<file path="config.mk">
export PLATFORM = sky130hd
export DESIGN_NAME = serial_subtractor
export DESIGN_NICKNAME = d
export VERILOG_FILES = /design/src/rtl/serial_subtractor.sv
export SDC_FILE = /design/constraint.sdc
export NUM_CORES = 1
export LEC_CHECK = 0
export CAP_MARGIN = 20
export CORE_MARGIN = 3
export CORE_UTILIZATION = 53
export CTS_CLUSTER_SIZE = 40
export DETAILED_ROUTE_END_ITERATION = 10
export PLACE_DENSITY = 0.81
export RECOVER_POWER = 100
export SLEW_MARGIN = 40
export SYNTH_ARGS = -nofsm -noshare
export SYNTH_HDL_FRONTEND = slang
export SYNTH_SLANG_ARGS = --single-unit
</file>
<file path="constraint.sdc">
create_clock -name clk -period 2.9 [get_ports clk]
set_clock_uncertainty 0.2 [all_clocks]
set_input_delay 0.435 -clock clk [delete_from_list [all_inputs] [get_ports clk]]
set_output_delay 0.435 -clock clk [all_outputs]
set_load 0.01 [all_outputs]
</file>
<file path="src/rtl/serial_subtractor.sv">
`default_nettype none
// ============================================================================
// Module      : serial_subtractor
// Description : Bit-serial full subtractor. Computes diff = a - b - bin over
//               WIDTH bits, LSB first, one bit per clock, using a single
//               full-subtractor cell and a borrow flip-flop.
//               Start/done handshake; the result holds until the next
//               accepted start completes.
// Parameters  : WIDTH  operand/result width in bits (>= 1), default 8
// Ports       : clk    clock, rising edge
//               rst_n  synchronous active-low reset
//               start  request, sampled only in IDLE or DONE
//               a, b   minuend / subtrahend, captured on an accepted start
//               bin    borrow-in, captured on an accepted start
//               busy   high while bits are being processed (SHIFT)
//               done   one-cycle pulse; diff/bout valid from this cycle on
//               diff   difference (modulo 2^WIDTH)
//               bout   borrow-out (1 when a < b + bin, unsigned)
//               ovf    signed overflow (only with SERIAL_SUB_OVF_EN)
// Options     : `define SERIAL_SUB_OVF_EN to add the ovf port and its logic.
// Revision    : 1.0 - initial release
// ============================================================================
module serial_subtractor #(
  parameter int WIDTH = 8
) (
  input  logic             clk,
  input  logic             rst_n,
  input  logic             start,
  input  logic [WIDTH-1:0] a,
  input  logic [WIDTH-1:0] b,
  input  logic             bin,
  output logic             busy,
  output logic             done,
  output logic [WIDTH-1:0] diff,
  output logic             bout
`ifdef SERIAL_SUB_OVF_EN
  ,
  output logic             ovf
`endif
);

  // Counter needs at least one bit even when WIDTH == 1.
  localparam int             CW   = (WIDTH > 1) ? $clog2(WIDTH) : 1;
  localparam logic [CW-1:0]  LAST = CW'(WIDTH - 1);

  typedef enum logic [1:0] {
    IDLE  = 2'd0,
    SHIFT = 2'd1,
    DONE  = 2'd2
  } state_t;

  state_t           state;
  state_t           state_nxt;

  logic [WIDTH-1:0] a_sr;
  logic [WIDTH-1:0] b_sr;
  logic [WIDTH-1:0] res_sr;
  logic             br;
  logic [CW-1:0]    cnt;

  logic             accept;
  logic             last_bit;
  logic             d;
  logic             br_nxt;
  logic [WIDTH-1:0] res_nxt;

  // --------------------------------------------------------------------------
  // Full-subtractor cell on the current LSBs
  // --------------------------------------------------------------------------
  assign d       = a_sr[0] ^ b_sr[0] ^ br;
  assign br_nxt  = (~a_sr[0] & b_sr[0]) | (~(a_sr[0] ^ b_sr[0]) & br);
  // New bit enters at the MSB; the oldest bit falls out of the bottom.
  // Written as a shift of the concatenation so WIDTH == 1 needs no special case.
  assign res_nxt = WIDTH'({d, res_sr} >> 1);

  assign last_bit = (cnt == LAST);

  // --------------------------------------------------------------------------
  // FSM state register
  // --------------------------------------------------------------------------
  always_ff @(posedge clk) begin
    if (!rst_n) begin
      state <= IDLE;
    end else begin
      state <= state_nxt;
    end
  end

  // --------------------------------------------------------------------------
  // FSM next-state and outputs
  // --------------------------------------------------------------------------
  always_comb begin
    state_nxt = state;
    busy      = 1'b0;
    done      = 1'b0;
    accept    = 1'b0;
    case (state)
      IDLE: begin
        if (start) begin
          accept    = 1'b1;
          state_nxt = SHIFT;
        end
      end
      SHIFT: begin
        busy = 1'b1;
        if (last_bit) begin
          state_nxt = DONE;
        end
      end
      DONE: begin
        done = 1'b1;
        // A start here chains directly into the next operation.
        if (start) begin
          accept    = 1'b1;
          state_nxt = SHIFT;
        end else begin
          state_nxt = IDLE;
        end
      end
      default: begin
        state_nxt = IDLE;
      end
    endcase
  end

  // --------------------------------------------------------------------------
  // Datapath: operand shifters, borrow, counter, result
  // --------------------------------------------------------------------------
  always_ff @(posedge clk) begin
    if (!rst_n) begin
      a_sr   <= '0;
      b_sr   <= '0;
      res_sr <= '0;
      br     <= 1'b0;
      cnt    <= '0;
      diff   <= '0;
      bout   <= 1'b0;
    end else if (accept) begin
      a_sr   <= a;
      b_sr   <= b;
      res_sr <= '0;
      br     <= bin;
      cnt    <= '0;
    end else if (state == SHIFT) begin
      a_sr   <= a_sr >> 1;
      b_sr   <= b_sr >> 1;
      res_sr <= res_nxt;
      br     <= br_nxt;
      cnt    <= cnt + CW'(1);
      // Published results change only on the transition into DONE.
      if (last_bit) begin
        diff <= res_nxt;
        bout <= br_nxt;
      end
    end
  end

`ifdef SERIAL_SUB_OVF_EN
  // --------------------------------------------------------------------------
  // Signed overflow: operand signs differ and the result sign differs from a.
  // The operand sign bits are kept aside because the shifters consume them.
  // --------------------------------------------------------------------------
  logic a_msb;
  logic b_msb;

  always_ff @(posedge clk) begin
    if (!rst_n) begin
      a_msb <= 1'b0;
      b_msb <= 1'b0;
      ovf   <= 1'b0;
    end else if (accept) begin
      a_msb <= a[WIDTH-1];
      b_msb <= b[WIDTH-1];
    end else if ((state == SHIFT) && last_bit) begin
      ovf <= (a_msb != b_msb) && (res_nxt[WIDTH-1] != a_msb);
    end
  end
`endif

endmodule
`default_nettype wire

</file>
==> run summary, run 1 <==
STATUS
------------------------------------------------------------------------------
Outcome                                                           complete, no violations

LAYOUT
------------------------------------------------------------------------------
Share of layout cells above drive strength 1                             5.91%
Synthesis-to-layout area growth                                          22.9%
Number of non-filler instances in the completed layout                     233
Ant. Diodes                                                                  0
Number of nets in the layout                                               225

POWER
------------------------------------------------------------------------------
Worst vdd rail ir drop                                              0.000385 V
Leakage                                                            0.000680 uW
Power per standard cell area                                        554 nW/um2

TIMING
------------------------------------------------------------------------------
Final Max Slew Viols                                                         0
Period Utilization, post-route                                           73.3%
Headroom to the max-slew limit                                           46.6%
Number of endpoints failing setup at the final stage                         0
Unrepaired setup endpoints after global routing                          false
Final total negative setup slack                                          0 ns
Minimum clock period after layout                                      2.12 ns
Transition at the pin with the smallest max-transition slack          0.801 ns
Maximum clock frequency                                                471 MHz
Final-report hold violation count                                            0

FLOORPLAN
------------------------------------------------------------------------------
Number of I/O pins                                                          31
Floorplan die area                                                    3500 um2
Starting Density                                                         57.8%
Die Height                                                             59.2 um
Standard-cell rows                                                          18
Overall die width                                                      59.2 um
Core ar.                                                              2590 um2

YOSYS
------------------------------------------------------------------------------
Number of instances in the synthesized netlist                             176
YS warnings                                                                  0
Mapped cell area                                                      1500 um2
Count of state elements after synthesis                                     38
Synth cell types                                                            29
Seq/Total Area, Yosys                                                    50.8%
Net count after synthesis                                                  199
Per-instance average area after synthesis                             8.51 um2

DRT
------------------------------------------------------------------------------
Vias/cell                                                                 5.63
Post-route DRC                                                               0
Number of detailed-route iterations in the first pass                        4
Detailed-route wire length per cell                                    13.6 um
Routed Wire Length                                                     3160 um
Post-route ant nets                                                          0
Via count                                                                 1311
Drt initial violations                                                      67

GLOBAL ROUTING
------------------------------------------------------------------------------
First-pass GRT wire length                                             5580 um
Antenna violations before repair                                             0
Sum of overflow across all layers after global routing                       0
Global routing usage summed across all routing layers                    21.2%
Vias in the first global route                                            1287
Largest net degree at the start of global routing                           35

SETUP PATH
------------------------------------------------------------------------------
Arrival time reported for the critical path endpoint                   1.49 ns
Number of cell instances on the worst register-to-register path              3
Classification of the worst setup path                            flop to output pin
Worst reg-to-reg setup slack                                           0.96 ns
Reg2Reg Capture Point                                             res_sr[3]$_SDFFE_PP0N_
Type of destination of the critical path                            output pin
Max Fanout on Critical Path                                                  5
Kind of start point of the critical path                                  flop
Launching point of the worst reg2reg path                         state[0]$_SDFFE_PN0P_
Worst EP required                                                      2.27 ns

MIN PATH
------------------------------------------------------------------------------
Source of the worst hold timing path                              diff[0]$_SDFFE_PN0P_
Worst hold-check path type                                        flop to flop
Hold Path Depth                                                              2
Worst Hold Path EP                                                diff[0]$_SDFFE_PN0P_

CLOCK TREE
------------------------------------------------------------------------------
TritonCTS clock tree                                                      done
Post-CTS setup repair buffer count                                           0
Master cell of the clock root buffer                              sky130_fd_sc_hd__clkbuf_4
Maximum clock path buffer count                                              2
Clock Latency Late Sink                                                0.33 ns
CTS-repair resized insts                                                     0
CTS Buf Count                                                                5
Hold-fix buffers at CTS                                                      0
Number of clock sinks seen by CTS                                           38
H-tree depth                                                                 2
Clk pin slew, worst setup/hold paths                                   0.10 ns

JOB
------------------------------------------------------------------------------
Max Cap Viol                                                                 0

PLACEMENT
------------------------------------------------------------------------------
Routability cong.                                                        0.757
Port-buffer cells                                                           30
Count of placed standard cells including taps                              225
HPWL after detailed placement                                          2160 um

area by class of cell:
type | instances | area (um2)
Inverter | 4 | 15.0
Multi-Input combinational cell | 121 | 633
Clock buffer | 8 | 78.8
Sequential cell | 38 | 761
Tap cell | 30 | 37.5
Timing Repair Buffer | 32 | 315
Fill cell | 194 | 749
cells in the mapped netlist (all sizes together):
library cell	n	area share, %
a21oi	21	7.0
a22oi	1	0.50
a2bb2oi	1	0.58
a311oi	1	0.58
a31oi	6	2.5
buf	11	5.3
clkbuf	2	0.50
dfxtp	38	51
fa	1	1.3
ha	2	1.7
inv	4	1.0
mux2i	1	0.67
nand2	38	9.7
nand2b	2	0.84
nand3	11	3.7
nand3b	1	0.50
nor2	3	0.75
nor2b	2	0.84
nor3	15	5.0
o21a	1	0.50
o21ai	5	1.7
o221ai	1	0.58
o22ai	7	2.9
xnor2	1	0.58
registers in the layout, summed over array words and instances (netlist names):
name    count
state       2
res_sr      7
b_sr        8
bout        1
cnt         3
diff        8
br          1
a_sr        8
power breakdown:
part | internal (uW) | switching (uW) | leakage [uW] | total (uW)
sequential | 547 | 13.8 | 0.000310 | 561
clock | 166 | 165 | 0.0000446 | 331
combinational | 59.0 | 69.0 | 0.000325 | 128
cells by family after synthesis:
kind of cell / Yosys count / share of synthesized area (%)
AOI/OAI and AO/OA: 44 / 16.9
xor gates and xnor gates: 1 / 0.585
adders and majority gates: 3 / 3.01
buffers and inverters: 17 / 6.77
DFF: 38 / 50.8
muxes: 1 / 0.668
and+or+nand+nor: 72 / 21.3
worst max-delay path, cell delays in order, from the launching register on:
cell	delay [ns]
sky130_fd_sc_hd__dfxtp_1	0.40
sky130_fd_sc_hd__nand2b_1	0.10
sky130_fd_sc_hd__inv_2	0.06
sky130_fd_sc_hd__dlygate4sd3_1	0.60
how the worst max path moves through the flow:
stage	slack (ns)	startpoint	to	cells past startpoint
after global placement	0.77	start	b_sr[7]$_SDFFE_PN0P_	4
after CTS	0.82	state[0]$_SDFFE_PN0P_	busy	3
after detailed placement	0.70	start	res_sr[3]$_SDFFE_PP0N_	4
after global routing	0.64	start	cnt[1]$_SDFFE_PP0N_	4
final	0.78	state[0]$_SDFFE_PN0P_	busy	3
after floorplan	1.48	cnt[0]$_SDFFE_PP0N_	state[0]$_SDFFE_PN0P_	5
layer usage:
layer	vias up	wire length, um	global-route usage (%)
li1	661	-	-
met1	610	1370	24.4
met2	34	1580	36.4
met3	6	160	5.01
met4	0	59	10.7
met5	-	0	0
metrics by stage:
step / cell area [um2] / util [%] / power [uW] / hold slack, ns / worst slack, ns
floorplan: 1500 / - / 662 / 0.237 / 1.48
global placement: 1760 / 68.1 / 696 / 0.245 / 0.770
detailed placement: 1760 / 68.1 / 701 / 0.253 / 0.695
CTS: 1840 / 71.2 / 1020 / 0.268 / 0.824
global route: 1840 / 71.1 / 1070 / 0.283 / 0.645
finish: 1840 / 71.1 / 1020 / 0.262 / 0.775
cells in the final DEF, fill, tap and decap left out:
master and count:
sky130_fd_sc_hd__a21oi_1 21, sky130_fd_sc_hd__nand2b_1 2, sky130_fd_sc_hd__nor2_1 3, sky130_fd_sc_hd__clkbuf_8 3, sky130_fd_sc_hd__nand3b_1 1, sky130_fd_sc_hd__inv_1 2, sky130_fd_sc_hd__nand2_1 38, sky130_fd_sc_hd__o221ai_1 1
sky130_fd_sc_hd__nand3_1 11, sky130_fd_sc_hd__fa_1 1, sky130_fd_sc_hd__a22oi_1 1, sky130_fd_sc_hd__mux2i_1 1, sky130_fd_sc_hd__inv_2 2, sky130_fd_sc_hd__clkdlybuf4s50_1 18, sky130_fd_sc_hd__buf_4 2, sky130_fd_sc_hd__a2bb2oi_1 1
sky130_fd_sc_hd__o21a_1 1, sky130_fd_sc_hd__a311oi_1 1, sky130_fd_sc_hd__dfxtp_1 38, sky130_fd_sc_hd__nor3_1 15, sky130_fd_sc_hd__clkbuf_4 5, sky130_fd_sc_hd__ha_1 2, sky130_fd_sc_hd__o21ai_0 5, sky130_fd_sc_hd__o22ai_1 7
sky130_fd_sc_hd__a31oi_1 6, sky130_fd_sc_hd__nor2b_1 2, sky130_fd_sc_hd__xnor2_1 1, sky130_fd_sc_hd__dlygate4sd3_1 12
Note: power is estimated with default switching activity, not from simulation.
==> inputs of run 2 (changes only) <==
- CORE_UTILIZATION: 53 -> 45
- PLACE_DENSITY: 0.81 -> 0.73
- clock period: 2.9 -> 1.7 ns (I/O delays scaled with it)
==> run summary, run 2 (synthesized netlist as in run 1, its figures left out) <==
SETUP PATH
------------------------------------------------------------------------------
Reg2Reg Capture Point                                             bout$_SDFFE_PN0P_
Max Fanout on Critical Path                                                  3   -2
Arrival time reported for the critical path endpoint                   1.15 ns   -0.34 ns
Classification of the worst setup path                            flop to output pin
Worst reg-to-reg setup slack                                           0.16 ns   -0.80 ns
Launching point of the worst reg2reg path                         cnt[0]$_SDFFE_PP0N_
Worst EP required                                                      1.24 ns   -1.03 ns
Kind of start point of the critical path                                  flop
Type of destination of the critical path                            output pin
Setup crit start                                                  state[1]$_SDFFE_PN0P_
Number of cell instances on the worst register-to-register path              5   +2

DRT
------------------------------------------------------------------------------
Detailed-route wire length per cell                                    13.2 um   -2.4%
Post-route ant nets                                                          0   unchanged
Via count                                                                 1329   +1.4%
Drt initial violations                                                      70   +4.5%
Vias/cell                                                                 5.29   -5.9%
Post-route DRC                                                               0   unchanged
Routed Wire Length                                                     3330 um   +5.2%
Number of detailed-route iterations in the first pass                        4   unchanged

MIN PATH
------------------------------------------------------------------------------
Worst hold-check path type                                        input port to flop
Hold Path Depth                                                              3   +1
Worst Hold Path EP                                                a_sr[7]$_SDFFE_PN0P_
Source of the worst hold timing path                                      a[7]

LAYOUT
------------------------------------------------------------------------------
Ant. Diodes                                                                  0   unchanged
Commonest cells after routing, fill and taps aside                sky130_fd_sc_hd__nand2_1 (37), sky130_fd_sc_hd__dfxtp_1 (37), sky130_fd_sc_hd__a21oi_1 (21)
Number of non-filler instances in the completed layout                     251   +7.7%
Number of nets in the layout                                               229   +1.8%
Share of layout cells above drive strength 1                             8.70%   +2.8 points
Final Instance Area                                                   1920 um2   +4.5%
Top Registers                                                     a_sr: 8 flops, b_sr: 8 flops, diff: 8 flops
Synthesis-to-layout area growth                                          28.4%

POWER
------------------------------------------------------------------------------
Leakage                                                            0.000707 uW   +4.0%
Worst vdd rail ir drop                                              0.000535 V   +39%
Power per standard cell area                                       1020 nW/um2   +84%
Total power consumption of the routed design                           1960 uW   +92%

FLOORPLAN
------------------------------------------------------------------------------
Starting Density                                                         48.3%   -9.6 points
Number of I/O pins                                                          31   unchanged
Core ar.                                                              3100 um2   +20%
Die Height                                                             63.7 um   +7.7%
Overall die width                                                      63.7 um   +7.7%
Standard-cell rows                                                          20   +2
Floorplan die area                                                    4060 um2   +16%

GLOBAL ROUTING
------------------------------------------------------------------------------
Met1 capacity usage during global routing                                19.6%   -4.7 points
Sum of overflow across all layers after global routing                       0   unchanged
Global route hottest layer                                                met2
Vias in the first global route                                            1298   +0.85%
Antenna violations before repair                                             0   unchanged
Met3 Usage GRT                                                           4.81%   -0.20 points
Global routing usage summed across all routing layers                    17.1%   -4.1 points
Met2 global-route usage                                                  29.9%   -6.6 points
First-pass GRT wire length                                             5530 um   -1.0%
Largest net degree at the start of global routing                           35   unchanged

CLOCK TREE
------------------------------------------------------------------------------
Master cell of the clock root buffer                              sky130_fd_sc_hd__clkbuf_4
Clk pin slew, worst setup/hold paths                                   0.12 ns   +0.02 ns
CTS Buf Count                                                                5   unchanged
Number of clock sinks seen by CTS                                           38   unchanged
Maximum clock path buffer count                                              2   unchanged
TritonCTS clock tree                                                      done
H-tree depth                                                                 2   unchanged
Clock Latency Late Sink                                                0.35 ns   +0.02 ns
Hold-fix buffers at CTS                                                      0   unchanged

TIMING
------------------------------------------------------------------------------
Headroom to the max-slew limit                                           74.6%   +28 points
Period Utilization, post-route                                           94.5%
Transition at the pin with the smallest max-transition slack          0.380 ns   -0.421 ns
Unrepaired setup endpoints after global routing                          false
Minimum clock period after layout                                      1.61 ns
Number of endpoints failing setup at the final stage                         0   unchanged
Final-report hold violation count                                            0   unchanged
Final total negative setup slack                                          0 ns   unchanged
Maximum clock frequency                                                623 MHz
Final Max Slew Viols                                                         0   unchanged

PLACEMENT
------------------------------------------------------------------------------
HPWL after detailed placement                                          2220 um   +2.7%
Port-buffer cells                                                           30   unchanged
Routability cong.                                                        0.839   +11%
Count of placed standard cells including taps                              242   +7.6%
Cell area after placement                                             1820 um2   +3.0%

STATUS
------------------------------------------------------------------------------
Outcome                                                           complete, no violations

JOB
------------------------------------------------------------------------------
Max Cap Viol                                                                 0   unchanged

[run 2: power breakdown]
part           leakage (uW)  internal, uW  switching, uW
Combinational      0.000341           111            124
Sequential         0.000310           933           24.1
Clock             0.0000554           460            305
[run 2: worst max-delay path by stage]
stage | slack (ns) | cells after the start | to
floorplan | 0.28 | 5 | state[0]$_SDFFE_PN0P_
global placement | 0.10 | 5 | b_sr[7]$_SDFFE_PN0P_
detailed placement | 0.06 | 3 | b_sr[4]$_SDFFE_PN0P_
CTS | 0.001 | 1 | diff[2]
global route | 0.04 | 3 | busy
finish | 0.09 | 3 | busy
[run 2: per-stage QoR]
| step | util [%] | setup slack (ns) | hold WS (ns) |
|---|---|---|---|
| after floorplan | - | 0.281 | 0.190 |
| after global placement | 58.5 | 0.101 | 0.246 |
| after detailed placement | 58.5 | 0.0635 | 0.255 |
| after CTS | 61.7 | 0.000998 | 0.257 |
| after global routing | 62.0 | 0.0431 | 0.291 |
| final | 62.0 | 0.0939 | 0.264 |
[run 2: worst max-delay path: stages (launching register included)]
cell and delay (ns):
sky130_fd_sc_hd__dfxtp_1 0.33, sky130_fd_sc_hd__nand2b_1 0.16, sky130_fd_sc_hd__inv_2 0.06, sky130_fd_sc_hd__dlygate4sd2_1 0.26
[run 2: per-layer routing]
metal,vias to the layer above,share of wire (%)
li1,669,-
met1,628,43
met2,26,50
met3,6,5.1
met4,0,1.1
met5,-,0
[run 2: timing repair]
item                                    in CTS  in global routing
endpoints found under the setup margin       7                  5
pin swaps                                    0                  1
buffers inserted                             0                  1
gates resized for setup                      8                  4
[run 2: layout make-up]
type | count | area [um2]
Fill cell | 278 | 1180
Sequential cell | 38 | 762
Multi-Input combinational cell | 121 | 636
Timing Repair Buffer | 36 | 349
Clock inverter | 3 | 68.8
Tap cell | 44 | 55.1
Clock buffer | 5 | 37.5
Inverter | 4 | 15.0
==> inputs of run 3 (changes only) <==
- SLEW_MARGIN: 40 -> 20
- TNS_END_PERCENT: default -> 30
==> run summary, run 3 (synthesized netlist as in run 1, its figures left out) <==
STATUS
---------------------------------------------------------------------------
Outcome                                                        complete, no violations

CLOCK TREE
---------------------------------------------------------------------------
Number of clock sinks seen by CTS                                        38   unchanged
Post-CTS setup repair buffer count                                        0   unchanged
Maximum clock path buffer count                                           2   unchanged
CTS Buf Count                                                             5   unchanged
Master cell of the clock root buffer                           sky130_fd_sc_hd__clkbuf_4
H-tree depth                                                              2   unchanged
TritonCTS clock tree                                                   done
Hold-fix buffers at CTS                                                   0   unchanged
Clock Latency Late Sink                                             0.35 ns   about the same
Clk pin slew, worst setup/hold paths                                0.12 ns   about the same

FLOORPLAN
---------------------------------------------------------------------------
Core ar.                                                           3100 um2   unchanged
Standard-cell rows                                                       20   unchanged
Die Height                                                          63.7 um   unchanged
Floorplan die area                                                 4060 um2   unchanged
Number of I/O pins                                                       31   unchanged
Starting Density                                                      48.3%   unchanged
Overall die width                                                   63.7 um   unchanged

LAYOUT
---------------------------------------------------------------------------
Area of the multi-input gates                                       636 um2   unchanged
Filler Cell Count                                                       279   +0.36%
Number of nets in the layout                                            228   -0.44%
Share of layout cells above drive strength 1                          7.77%   -0.93 points
Synthesis-to-layout area growth                                       27.9%
Top Registers                                                  a_sr: 8 flops, b_sr: 8 flops, diff: 8 flops
Register Area                                                       762 um2   unchanged
Commonest cells after routing, fill and taps aside             sky130_fd_sc_hd__nand2_1 (37), sky130_fd_sc_hd__dfxtp_1 (37), sky130_fd_sc_hd__a21oi_1 (21)
Ant. Diodes                                                               0   unchanged

DRT
---------------------------------------------------------------------------
Number of detailed-route iterations in the first pass                     4   unchanged
Vias/cell                                                              5.34   +0.93%
Via count                                                              1336   +0.53%
Post-route ant nets                                                       0   unchanged
Detailed-route wire length per cell                                 13.3 um   +0.64%
Drt initial violations                                                   57   -19%
Post-route DRC                                                            0   unchanged
Routed Wire Length                                                  3330 um   +0.24%

SETUP PATH
---------------------------------------------------------------------------
Arrival time reported for the critical path endpoint                1.18 ns   +0.03 ns
Type of destination of the critical path                         output pin
Classification of the worst setup path                         flop to output pin
Worst EP required                                                   1.24 ns   about the same
Max Fanout on Critical Path                                               3   unchanged
Kind of start point of the critical path                               flop

GLOBAL ROUTING
---------------------------------------------------------------------------
Antenna violations before repair                                          0   unchanged
Sum of overflow across all layers after global routing                    0   unchanged
Vias in the first global route                                         1298   unchanged
Largest net degree at the start of global routing                        35   unchanged
First-pass GRT wire length                                          5530 um   unchanged
Global routing usage summed across all routing layers                 17.1%   unchanged

TIMING
---------------------------------------------------------------------------
Minimum clock period after layout                                   1.63 ns   +0.0244 ns
Final total negative setup slack                                       0 ns   unchanged
Unrepaired setup endpoints after global routing                        true
Final Max Slew Viols                                                      0   unchanged
Number of endpoints failing setup at the final stage                      0   unchanged
Worst Hold Slack                                                   0.260 ns   -0.00470 ns
Headroom to the max-slew limit                                        74.8%   +0.18 points
Period Utilization, post-route                                        95.9%   +1.4 points
Transition at the pin with the smallest max-transition slack       0.377 ns   -0.00267 ns
Final-report hold violation count                                         0   unchanged
Maximum clock frequency                                             613 MHz   -1.5%

MIN PATH
---------------------------------------------------------------------------
Worst hold-check path type                                     input port to flop

POWER
---------------------------------------------------------------------------
Worst vdd rail ir drop                                           0.000530 V   -0.95%
Leakage                                                         0.000699 uW   -1.1%
Power per standard cell area                                    1020 nW/um2   +0.45%

PLACEMENT
---------------------------------------------------------------------------
HPWL after detailed placement                                       2220 um   unchanged
Routability cong.                                                     0.839   unchanged
Port-buffer cells                                                        30   unchanged

JOB
---------------------------------------------------------------------------
Max Cap Viol                                                              0   unchanged

[run 3: cell types whose count changed in the layout (fill, tap and decap cells not counted)]
cell and change:
sky130_fd_sc_hd__buf_4 -1, sky130_fd_sc_hd__clkinv_1 +1, sky130_fd_sc_hd__inv_2 -1
[run 3: worst paths after layout]
kind	start	end	cells past startpoint	slack, ns
setup / recovery	state[1]$_SDFFE_PN0P_	busy	3	0.07
hold / removal	a[7]	a_sr[7]$_SDFFE_PN0P_	3	0.26
setup reg to reg	cnt[0]$_SDFFE_PP0N_	diff[6]$_SDFFE_PN0P_	5	0.13
hold reg to reg	diff[1]$_SDFFE_PN0P_	diff[1]$_SDFFE_PN0P_	2	0.27
[run 3: where the power goes]
group / internal [uW] / switching, uW
Sequential: 933 / 24.1
Clock: 460 / 306
Combinational: 111 / 124
Total: 1500 / 454
[run 3: what timing repair did]
| item | CTS | global route |
|---|---|---|
| setup endpoints to repair | 7 | 5 |
| gates resized for setup | 8 | 4 |
| pin swaps | 0 | 0 |
[run 3: layer usage]
layer  part of all wire, %  wire length (um)  up-vias  GRT usage, %
li1                      -                 -      666             -
met1                    43              1420      625          19.6
met2                    50              1650       39          29.9
met3                   6.7               222        6          4.81
met4                   1.2                39        0          6.47
met5                     0                 0        -             0
[run 3: layout make-up]
| cell class | count | area share, % |
|---|---|---|
| flip-flops and latches | 38 | 39.8 |
| multi-input cells | 121 | 33.2 |
| repair buffers | 35 | 17.8 |
| clock inverters | 3 | 3.59 |
| well taps | 44 | 2.87 |
| clock buffers | 5 | 1.96 |
| inverters | 4 | 0.784 |
[run 3: worst max-delay path, cell delays in order (launching register included)]
cell                            delay (ns)
sky130_fd_sc_hd__dfxtp_1              0.35
sky130_fd_sc_hd__nand2b_1             0.12
sky130_fd_sc_hd__clkinv_1             0.07
sky130_fd_sc_hd__dlygate4sd2_1        0.29
[run 3: stage by stage]
stage	std cells	cell area (um2)	utilization [%]	total power, uW	setup WS (ns)
6_report	250	1920	61.7	1960	0.0695
3_3_place_gp	242	1820	58.5	1200	0.101
4_1_cts	250	1920	61.7	1970	0.000998
2_1_floorplan	176	1500	-	1130	0.281
3_5_place_dp	242	1820	58.5	1210	0.0635
5_1_grt	250	1920	61.7	2030	-0.00242
